===== src/rtl/inst_cache_pkg.sv =====
// Shared constants and FSM encoding for the direct-mapped instruction cache.
package inst_cache_pkg;

  localparam int WORD_SIZE  = 16;
  localparam int LINE_WORDS = 4;
  localparam int NUM_LINES  = 4;
  localparam int CNT_WIDTH  = 16;

  typedef enum logic [1:0] {
    IDLE = 2'b00,
    FILL = 2'b01,
    DONE = 2'b10
  } state_t;

endpackage


===== src/rtl/inst_cache_if.sv =====
// Fetch port and line-fill port of the instruction cache as one bundle.
interface inst_cache_if #(
  parameter int WORD_SIZE  = inst_cache_pkg::WORD_SIZE,
  parameter int LINE_WORDS = inst_cache_pkg::LINE_WORDS
);

  // Fetch: the CPU holds readM1/address1 and a word transfers in any cycle with
  // readM1=1 and i_ready=1. Fill: mem_req/mem_address hold steady until the
  // single-cycle mem_ready pulse; mem_line is sampled only in that cycle.
  logic                            readM1;
  logic [WORD_SIZE-1:0]            address1;
  logic [WORD_SIZE-1:0]            data1;
  logic                            i_ready;
  logic                            mem_req;
  logic [WORD_SIZE-1:0]            mem_address;
  logic                            mem_ready;
  logic [WORD_SIZE*LINE_WORDS-1:0] mem_line;

  modport slave (
    input  readM1, address1, mem_ready, mem_line,
    output data1, i_ready, mem_req, mem_address
  );

  modport master (
    output readM1, address1, mem_ready, mem_line,
    input  data1, i_ready, mem_req, mem_address
  );

endinterface


===== src/rtl/inst_cache_line_array.sv =====
// Valid/tag/data storage: combinational read, synchronous line write, async valid clear.
module cache_line_array #(
  parameter int WORD_SIZE  = 16,
  parameter int LINE_WORDS = 4,
  parameter int NUM_LINES  = 4,
  parameter int IDX_W      = 2,
  parameter int TAG_W      = 12
) (
  input  logic                            Clk,
  input  logic                            Reset_N,
  input  logic [IDX_W-1:0]                rd_index,
  output logic                            rd_valid,
  output logic [TAG_W-1:0]                rd_tag,
  output logic [WORD_SIZE*LINE_WORDS-1:0] rd_line,
  input  logic                            wr_en,
  input  logic [IDX_W-1:0]                wr_index,
  input  logic [TAG_W-1:0]                wr_tag,
  input  logic [WORD_SIZE*LINE_WORDS-1:0] wr_line
);
  import inst_cache_pkg::*;

  logic [NUM_LINES-1:0]            valid_q;
  logic [TAG_W-1:0]                tag_arr  [NUM_LINES];
  logic [WORD_SIZE*LINE_WORDS-1:0] data_arr [NUM_LINES];

  always_ff @(posedge Clk or negedge Reset_N) begin
    if (!Reset_N) begin
      valid_q <= '0;
    end else if (wr_en) begin
      valid_q[wr_index] <= 1'b1;
    end
  end

  // Tag and data contents are meaningless until the matching valid bit is set.
  always_ff @(posedge Clk) begin
    if (wr_en) begin
      tag_arr[wr_index]  <= wr_tag;
      data_arr[wr_index] <= wr_line;
    end
  end

  assign rd_valid = valid_q[rd_index];
  assign rd_tag   = tag_arr[rd_index];
  assign rd_line  = data_arr[rd_index];

endmodule


===== src/rtl/inst_cache.sv =====
// Direct-mapped read-only instruction cache: same-cycle hits, stalls fetch while a line fills.
module inst_cache #(
  parameter int WORD_SIZE  = inst_cache_pkg::WORD_SIZE,
  parameter int LINE_WORDS = inst_cache_pkg::LINE_WORDS,
  parameter int NUM_LINES  = inst_cache_pkg::NUM_LINES,
  parameter int CNT_WIDTH  = inst_cache_pkg::CNT_WIDTH
) (
  input  logic                  Clk,
  input  logic                  Reset_N,
  inst_cache_if.slave           bus,
  output logic [CNT_WIDTH-1:0]  num_hits,
  output logic [CNT_WIDTH-1:0]  num_misses,
  output inst_cache_pkg::state_t state_dbg
);
  import inst_cache_pkg::*;

  localparam int OFF_W  = $clog2(LINE_WORDS);
  localparam int IDX_W  = $clog2(NUM_LINES);
  localparam int TAG_W  = WORD_SIZE - OFF_W - IDX_W;
  localparam int LINE_W = WORD_SIZE * LINE_WORDS;

  logic [OFF_W-1:0]     req_offset;
  logic [IDX_W-1:0]     req_index;
  logic [TAG_W-1:0]     req_tag;

  logic                 rd_valid;
  logic [TAG_W-1:0]     rd_tag;
  logic [LINE_W-1:0]    rd_line;

  state_t               state_q, state_d;
  logic                 hit;
  logic                 miss_start;
  logic                 fill_done;
  logic                 lookup_hit;

  logic                 mem_req_q;
  logic [WORD_SIZE-1:0] mem_address_q;
  logic [CNT_WIDTH-1:0] num_hits_q;
  logic [CNT_WIDTH-1:0] num_misses_q;

  assign req_offset = bus.address1[OFF_W-1:0];
  assign req_index  = bus.address1[OFF_W +: IDX_W];
  assign req_tag    = bus.address1[WORD_SIZE-1 -: TAG_W];

  // The latched fill address carries the miss tag and index, so the fill
  // lands in the right line even if address1 moves during FILL.
  cache_line_array #(
    .WORD_SIZE  (WORD_SIZE),
    .LINE_WORDS (LINE_WORDS),
    .NUM_LINES  (NUM_LINES),
    .IDX_W      (IDX_W),
    .TAG_W      (TAG_W)
  ) u_lines (
    .Clk      (Clk),
    .Reset_N  (Reset_N),
    .rd_index (req_index),
    .rd_valid (rd_valid),
    .rd_tag   (rd_tag),
    .rd_line  (rd_line),
    .wr_en    (fill_done),
    .wr_index (mem_address_q[OFF_W +: IDX_W]),
    .wr_tag   (mem_address_q[WORD_SIZE-1 -: TAG_W]),
    .wr_line  (bus.mem_line)
  );

  assign lookup_hit = rd_valid && (rd_tag == req_tag);

  always_comb begin
    state_d    = state_q;
    hit        = 1'b0;
    miss_start = 1'b0;
    fill_done  = 1'b0;
    case (state_q)
      IDLE: begin
        if (bus.readM1) begin
          if (lookup_hit) begin
            hit = 1'b1;
          end else begin
            miss_start = 1'b1;
            state_d    = FILL;
          end
        end
      end
      FILL: begin
        if (bus.mem_ready) begin
          fill_done = 1'b1;
          state_d   = DONE;
        end
      end
      DONE: begin
        state_d = IDLE;
      end
      default: begin
        state_d = IDLE;
      end
    endcase
  end

  always_ff @(posedge Clk or negedge Reset_N) begin
    if (!Reset_N) begin
      state_q       <= IDLE;
      mem_req_q     <= 1'b0;
      mem_address_q <= '0;
      num_hits_q    <= '0;
      num_misses_q  <= '0;
    end else begin
      state_q <= state_d;
      if (miss_start) begin
        mem_req_q     <= 1'b1;
        mem_address_q <= {req_tag, req_index, {OFF_W{1'b0}}};
        num_misses_q  <= num_misses_q + 1'b1;
      end else if (fill_done) begin
        mem_req_q <= 1'b0;
      end
      if (hit) begin
        num_hits_q <= num_hits_q + 1'b1;
      end
    end
  end

  assign bus.i_ready     = hit;
  assign bus.data1       = hit ? rd_line[req_offset*WORD_SIZE +: WORD_SIZE] : '0;
  assign bus.mem_req     = mem_req_q;
  assign bus.mem_address = mem_address_q;
  assign num_hits        = num_hits_q;
  assign num_misses      = num_misses_q;
  assign state_dbg       = state_q;

endmodule


===== src/flat_wrapper.sv =====
// flat-port wrapper written by rule: the top's interface ports become plain ports
module inst_cache_flat import inst_cache_pkg::*;
#(
  parameter int WORD_SIZE  = inst_cache_pkg::WORD_SIZE,
  parameter int LINE_WORDS = inst_cache_pkg::LINE_WORDS,
  parameter int NUM_LINES  = inst_cache_pkg::NUM_LINES,
  parameter int CNT_WIDTH  = inst_cache_pkg::CNT_WIDTH
)
  (Clk, Reset_N, num_hits, num_misses, state_dbg, bus_readM1, bus_address1, bus_mem_ready, bus_mem_line, bus_data1, bus_i_ready, bus_mem_req, bus_mem_address);
  inst_cache_if #(.WORD_SIZE(WORD_SIZE), .LINE_WORDS(LINE_WORDS)) bus_i ();
  input  logic Clk;
  input  logic Reset_N;
  output logic [CNT_WIDTH-1:0] num_hits;
  output logic [CNT_WIDTH-1:0] num_misses;
  output inst_cache_pkg::state_t state_dbg;
  input wire logic [$bits(bus_i.readM1)-1:0] bus_readM1;
  input wire logic [$bits(bus_i.address1)-1:0] bus_address1;
  input wire logic [$bits(bus_i.mem_ready)-1:0] bus_mem_ready;
  input wire logic [$bits(bus_i.mem_line)-1:0] bus_mem_line;
  output wire logic [$bits(bus_i.data1)-1:0] bus_data1;
  output wire logic [$bits(bus_i.i_ready)-1:0] bus_i_ready;
  output wire logic [$bits(bus_i.mem_req)-1:0] bus_mem_req;
  output wire logic [$bits(bus_i.mem_address)-1:0] bus_mem_address;
  assign bus_i.readM1 = bus_readM1;
  assign bus_i.address1 = bus_address1;
  assign bus_i.mem_ready = bus_mem_ready;
  assign bus_i.mem_line = bus_mem_line;
  assign bus_data1 = bus_i.data1;
  assign bus_i_ready = bus_i.i_ready;
  assign bus_mem_req = bus_i.mem_req;
  assign bus_mem_address = bus_i.mem_address;
  inst_cache #(.WORD_SIZE(WORD_SIZE), .LINE_WORDS(LINE_WORDS), .NUM_LINES(NUM_LINES), .CNT_WIDTH(CNT_WIDTH)) u_core (.Clk(Clk), .Reset_N(Reset_N), .bus(bus_i), .num_hits(num_hits), .num_misses(num_misses), .state_dbg(state_dbg));
endmodule

===== config.mk =====
export PLATFORM = sky130hd
export DESIGN_NAME = inst_cache_flat
export DESIGN_NICKNAME = d
export VERILOG_FILES = /design/src/rtl/inst_cache_pkg.sv /design/src/rtl/inst_cache_if.sv /design/src/rtl/inst_cache_line_array.sv /design/src/rtl/inst_cache.sv /design/src/flat_wrapper.sv
export SDC_FILE = /design/constraint.sdc
export NUM_CORES = 1
export LEC_CHECK = 0
export ABC_AREA = 0
export ABC_CLOCK_PERIOD_IN_PS = 12050
export BUFFER_PORTS_ARGS = -buffer_cell sky130_fd_sc_hd__buf_2
export CELL_PAD_IN_SITES_DETAIL_PLACEMENT = 1
export CELL_PAD_IN_SITES_GLOBAL_PLACEMENT = 1
export CORE_MARGIN = 2
export CORE_UTILIZATION = 31
export CTS_CLUSTER_SIZE = 12
export DETAILED_ROUTE_END_ITERATION = 16
export PLACE_DENSITY_LB_ADDON = 0.1
export SKIP_LAST_GASP = 1
export SLEW_MARGIN = 20
export SYNTH_ARGS = -nofsm -noshare
export SYNTH_HDL_FRONTEND = slang
export SYNTH_HIERARCHICAL = 1
export SYNTH_SLANG_ARGS = --single-unit

===== constraint.sdc =====
create_clock -name Clk -period 12.05 [get_ports Clk]
set_input_delay 3.0125 -clock Clk [delete_from_list [all_inputs] [get_ports Clk]]
set_output_delay 3.0125 -clock Clk [all_outputs]
set_load 0.05 [all_outputs]

# Word-level counts from Yosys, hierarchy flattened
# Memories as Yosys holds them, arrays and structs flattened.
# Cells that the tools add are included.
[totals]
out_inout_bits = 68
regBits = 53
n_memories = 2
mem_bits_rw = 304
wordCells = 46
[mem_list]
columns = ["memory", "depth", "word_bits", "read_ports", "rd_clocked_by_memory_dff", "wr", "line_no", "source"]
rows = [
  ["u_core.u_lines.data_arr", 4, 64, 1, 0, 1, "inst_cache_line_array.sv:24", "logic [WORD_SIZE*LINE_WORDS-1:0] data_arr [NUM_LINES];"],
  ["u_core.u_lines.tag_arr", 4, 12, 1, 0, 1, "inst_cache_line_array.sv:23", "logic [TAG_W-1:0] tag_arr [NUM_LINES];"],
]
[op_classes]
n_reduce_logical = 5
mux = 21
add_sub_neg = 2
shift = 1
n_lt_le_gt_ge = 3
n_eq_ne = 5
n_bitwise = 1
[op_table]
columns = ["op", "count"]
rows = [
  ["$shiftx 64x7->16", 1],
  ["$add 16x1->16 const B", 2],
  ["$mux 16", 1],
  ["$mux 1", 14],
  ["$eq 12x12->1", 1],
  ["$lt 2x3->1 const B", 2],
  ["$mux 2", 3],
  ["$ne 2x2->1 const B", 3],
  ["$or 4x4->4", 1],
  ["$pmux 2 s2", 1],
  ["$reduce_and 3->1", 1],
  ["$bmux 1 s2", 1],
  ["$demux 1 s2", 1],
  ["$eq 2x1->1 const B", 1],
  ["$ge 2x1->1 const B", 1],
  ["$logic_and 1x1->1", 2],
  ["$logic_not 2->1", 1],
  ["$reduce_bool 2->1", 1],
]

# Longest topological paths before layout
[logic_depth]
word_depth = 7
mapped_depth = 10
ltp_nobuf = 6

# Cells and area by module
# The synthesis kept the hierarchy.
[modules_own_cells]
columns = ["mod", "instances", "cells_per_inst", "area_per_inst_um2"]
rows = [
  ["cache_line_array", 1, 412, 11175.7],
  ["inst_cache", 1, 243, 2816.5],
]

# Worst setup path before layout
# Ideal clock, no wire load.
[synth_timing]
path_type = "input -> register"
startpoint = "input port bus_mem_ready"
endpoint = "register u_core.u_lines.valid_q[0]"
stages = 3
n_path_buf = 0
setup_time_ns = 0.099
required_ns = 11.951
t_arrival_ns = 9.559
slack_ns = 2.392
path_cell_list = "nor3b_1 > nor3b_1 > or2_2"
[synth_between]
elab_chain_len = 2
[synth_lines]
columns = ["element", "line_no", "source"]
rows = [
  ["start, declared", "flat_wrapper.sv:18", "input wire logic [$bits(bus_i.mem_ready)-1:0] bus_mem_ready;"],
  ["$mux 1", "inst_cache.sv:85", "if (bus.mem_ready) begin"],
  ["$mux 1", "inst_cache.sv:73", "case (state_q)"],
  ["end signal, assigned", "inst_cache_line_array.sv:28", "valid_q <= '0;"],
  ["end signal, assigned by index", "inst_cache_line_array.sv:30", "valid_q[wr_index] <= 1'b1;"],
  ["end, declared", "inst_cache_line_array.sv:22", "logic [NUM_LINES-1:0] valid_q;"],
]
# No other way between the ends.
# A chain may end at the register's enable or synchronous reset.

# Worst setup path in the final report
[layout_timing]
startpoint = "input port bus_address1[3]"
endpoint = "output port bus_data1[15]"
[layout_between]
elab_chain_len = 7
word_cells_on_any_way = 11
cone_classes = "eq/ne (1); shift (1); mux (6); reduce/logical (1); memory (2)"
[layout_lines]
columns = ["element", "line_no", "source"]
rows = [
  ["start, declared", "flat_wrapper.sv:17", "input wire logic [$bits(bus_i.address1)-1:0] bus_address1;"],
  ["$mem_v2 4x12", "n/a", ""],
  ["net u_core.rd_tag[10]", "inst_cache.sv:27", "logic [TAG_W-1:0] rd_tag;"],
  ["$eq 12x12->1", "inst_cache.sv:66", "assign lookup_hit = rd_valid && (rd_tag == req_tag);"],
  ["$logic_and 1x1->1", "inst_cache.sv:66", ""],
  ["$mux 1", "inst_cache.sv:76", "if (lookup_hit) begin"],
  ["$mux 1", "inst_cache.sv:75", "if (bus.readM1) begin"],
  ["$mux 1", "inst_cache.sv:73", ""],
  ["$mux 16", "inst_cache.sv:122", "assign bus.data1 = hit ? rd_line[req_offset*WORD_SIZE +: WORD_SIZE] : '0;"],
  ["end, declared", "flat_wrapper.sv:20", "output wire logic [$bits(bus_i.data1)-1:0] bus_data1;"],
]
# The timed path passes the listed nets, and every way through them passes these cells. The select of a mux whose other input is x is not followed.

==> flow_metrics.py <==
metrics = {
    "worst_setup_path": {
        "cp_max_fo": 47,
        "critical_path_class": "input pin to output pin",
        "endpoint_kind": "output pin",
        "r2r_setup_slack_ns": 9.09,
        "endpoint": "bus_data1[15]",
        "r2r-end": "u_core/bus.mem_address[15]",
        "critPathArrivalTime_ns": 6.18,
        "required_ns": 9.04,
        "rr_startpoint": "u_core/u_lines/tag_arr[3][4]",
        "start_kind": "input pin",
        "reg2reg_depth": 7,
        "critPathLaunch": "bus_address1[3]",
    },
    "synth": {
        "syn_inst": 655,
        "syn_area_per_cell_um2": 21.36,
        "yosysUniqueCellTypes": 34,
        "synth_seq_area_share": 0.7472,
        "ys_ff_latch": 357,
        "synth_warnings": 6,
        "syn-cell-area_um2": 13990,
    },
    "pwr": {
        "power.total_w": 0.003238,
        "leakage_nw": 5.924,
        "peakVddDrop_mv": 0.1005,
        "power_density_nw_per_um2": 193.2,
    },
    "die": {
        "dieArea_um2": 46850,
        "row_count": 77,
        "fp.dieW_um": 216.5,
        "io_pins": 152,
        "die_height_um": 216.5,
        "initial_core_util": 0.3150,
        "coreArea_um2": 44410,
    },
    "sta": {
        "hold_viol": 0,
        "period_share": 0.7627,
        "slew-limit-headroom": 0.2990,
        "max_freq_mhz": 108.8,
        "period_minus_slack_ns": 9.190,
        "tightest_slew_ns": 1.050,
        "setup_tns_ns": 0,
        "skew_ns": 0.01924,
        "grt_setup_unrepaired": "false",
        "setup_viol": 0,
        "slew_violations": 0,
    },
    "global_routing": {
        "gr-total-overflow": 0,
        "grt_max_degree": 54,
        "track_usage": 0.1431,
        "antenna_found_initial": 8,
        "grt_pass1_vias": 7859,
        "grt_pass1_wl_um": 49410,
    },
    "final_layout": {
        "layout-drive-gt1-share": 0.3833,
        "nets": 916,
        "syn2layout_area_growth_pct": 19.79,
        "final_util": 0.3774,
        "final_cells": 1456,
    },
    "placement": {
        "place_congestion": 0.7138,
        "portBuffers": 149,
        "numPlacedInstances": 1379,
        "hpwl_um": 19880,
    },
    "cts": {
        "cts_resized": 0,
        "cts_tree": "yes",
        "cts_buffers": 41,
        "htree_levels": 2,
        "clock_tree.root_cell": "clkbuf_16",
        "cts_setup_buffers": 0,
        "path_clk_slew_ns": 0.05,
        "clock_sinks": 357,
        "hold_buffers": 0,
        "clockBufferDepth": 3,
        "clk_latency_ns": 0.55,
    },
    "route": {
        "drt_iter0_markers": 345,
        "vias_per_cell": 4.768,
        "wl_per_cell_um": 22.51,
        "ant_nets": 0,
        "wirelength_um": 32780,
        "num_vias": 6942,
        "remaining_drc_errors": 0,
        "drt-pass1-iter-count": 6,
    },
    "min_path": {
        "hp-class": "flip-flop to flip-flop",
    },
    "job": {
        "cap_violations": 0,
    },
    "run_status": {
        "status": "complete, no violations",
    },
}
## through the flow
stage | area, um^2 | setup slack [ns] | hold WS [ns]
floorplan | 14000 | 2.392 | 0.4337
global placement | 15400 | 2.815 | 0.4474
detailed placement | 15400 | 2.787 | 0.4670
CTS | 16750 | 2.767 | 0.4813
global route | 16760 | 2.660 | 0.5026
finish | 16760 | 2.860 | 0.4705
## cell families after synthesis
group	after synthesis	synth area share
other	1	0.0002680
AO/OA/AOI/OAI	3	0.001610
multiplexers	109	0.1626
AND/OR/NAND/NOR	106	0.04319
flip-flops	357	0.7472
XOR/XNOR	42	0.02629
buffers and inverters	35	0.01708
adder cells (fa/ha/maj)	2	0.001788
## routing by layer
metal / GRT usage / share of wire / wire length [um]
met1: 0.1746 / 0.42 / 13730
met2: 0.2513 / 0.51 / 16630
met3: 0.03270 / 0.050 / 1630
met4: 0.04566 / 0.022 / 714
met5: 0 / 0.0022 / 73
## power breakdown
group | switching [W] | total (W) | internal [W]
sequential | 0.0000694 | 0.00156 | 0.00149
combinational | 0.000300 | 0.000433 | 0.000133
clock | 0.000473 | 0.00124 | 0.000767
## registers in the layout, indices dropped and copies added (netlist names)
register and cells:
u_core/u_lines/valid_q 4, u_core/state_dbg 2, u_core/bus.mem_address 14, u_core/bus.mem_req 1
u_core/num_hits 16, u_core/u_lines/data_arr 256, u_core/u_lines/tag_arr 48, u_core/num_misses 16
## cells in the final DEF (no fill, tap or decap), types with 2 or more instances in the layout
| cell | n |
|---|---|
| conb_1 | 2 |
| mux2_2 | 7 |
| mux4_2 | 93 |
| nand2_1 | 18 |
| ha_1 | 2 |
| nor4_2 | 2 |
| nor3_1 | 9 |
| nor3b_1 | 2 |
| nor2_1 | 6 |
| edfxtp_1 | 304 |
| mux2_1 | 9 |
| xnor2_1 | 27 |
| dfrtp_1 | 53 |
| xor2_1 | 15 |
| buf_2 | 147 |
| nand4_1 | 13 |
| clkinv_2 | 5 |
| clkbuf_16 | 43 |
| buf_4 | 14 |
| nor4_1 | 6 |
| clkinv_1 | 10 |
| bufinv_16 | 5 |
| clkbuf_8 | 2 |
| inv_1 | 4 |
| diode_2 | 3 |
| clkbuf_1 | 8 |
| and3_1 | 22 |
| nand3_1 | 17 |
| or2_2 | 3 |
## cells in the mapped netlist
library cell  count  area (um^2)
buf_4             3        22.52
buf_12            4        80.08
o22ai_1           1        6.260
nor3_1            9        45.04
nor4_2            1        12.51
mux2_2            7        78.83
nor4b_1           1        8.760
nor4_4            1        21.27
edfxtp_1        304         9129
mux2_1            9        101.4
nor3b_1           3        22.52
inv_1             4        15.01
conb_1            1        3.750
mux4_2           93         2095
nand3_1          17        85.08
nand4_1          13        81.33
buf_1             2        7.510
and3b_1           1        8.760
buf_6             2        22.52
o32ai_1           1        8.760
xnor2_1          27        236.5
nor2_1            7        26.28
nor2_2            1        6.260
buf_2            13        65.06
clkbuf_1          7        26.28
or2_2             3        18.77
and3_1           23        143.9
nor4_1            7        43.79
dfrtp_1          53         1326
xor2_1           15        131.4
ha_1              2        25.02
nor3b_2           1        12.51
nand2_1          18        67.56
o21bai_1          1        7.510
## critical path, cell delays in order
cell	delay [ns]
buf_4	0.42
buf_4	0.71
mux4_2	0.42
xnor2_1	0.30
nand3_1	0.15
nor4_2	0.28
buf_4	0.35
and3_1	0.23
buf_2	0.26
## final cells by class
| type | instances | area, um^2 |
|---|---|---|
| Clock inverter | 21 | 221.5 |
| Fill cell | 4349 | 27650 |
| Sequential cell | 357 | 10460 |
| Clock buffer | 53 | 1134 |
| Multi-Input combinational cell | 264 | 3336 |
| Antenna cell | 3 | 7.507 |
| Timing Repair Buffer | 162 | 852.1 |
| Tap cell | 592 | 740.7 |
| Inverter | 4 | 15.01 |
## worst min-delay path by stage
stage,startpoint,to,cells past startpoint
finish,u_core/u_lines/valid_q[3],u_core/u_lines/valid_q[3],1
global route,u_core/u_lines/valid_q[1],u_core/u_lines/valid_q[1],1
CTS,u_core/u_lines/valid_q[3],u_core/u_lines/valid_q[3],1
detailed placement,u_core/u_lines/valid_q[3],u_core/u_lines/valid_q[3],1
global placement,u_core/u_lines/valid_q[1],u_core/u_lines/valid_q[1],1
floorplan,u_core/u_lines/valid_q[1],u_core/u_lines/valid_q[1],1
Power figures use the tool's default switching activity.
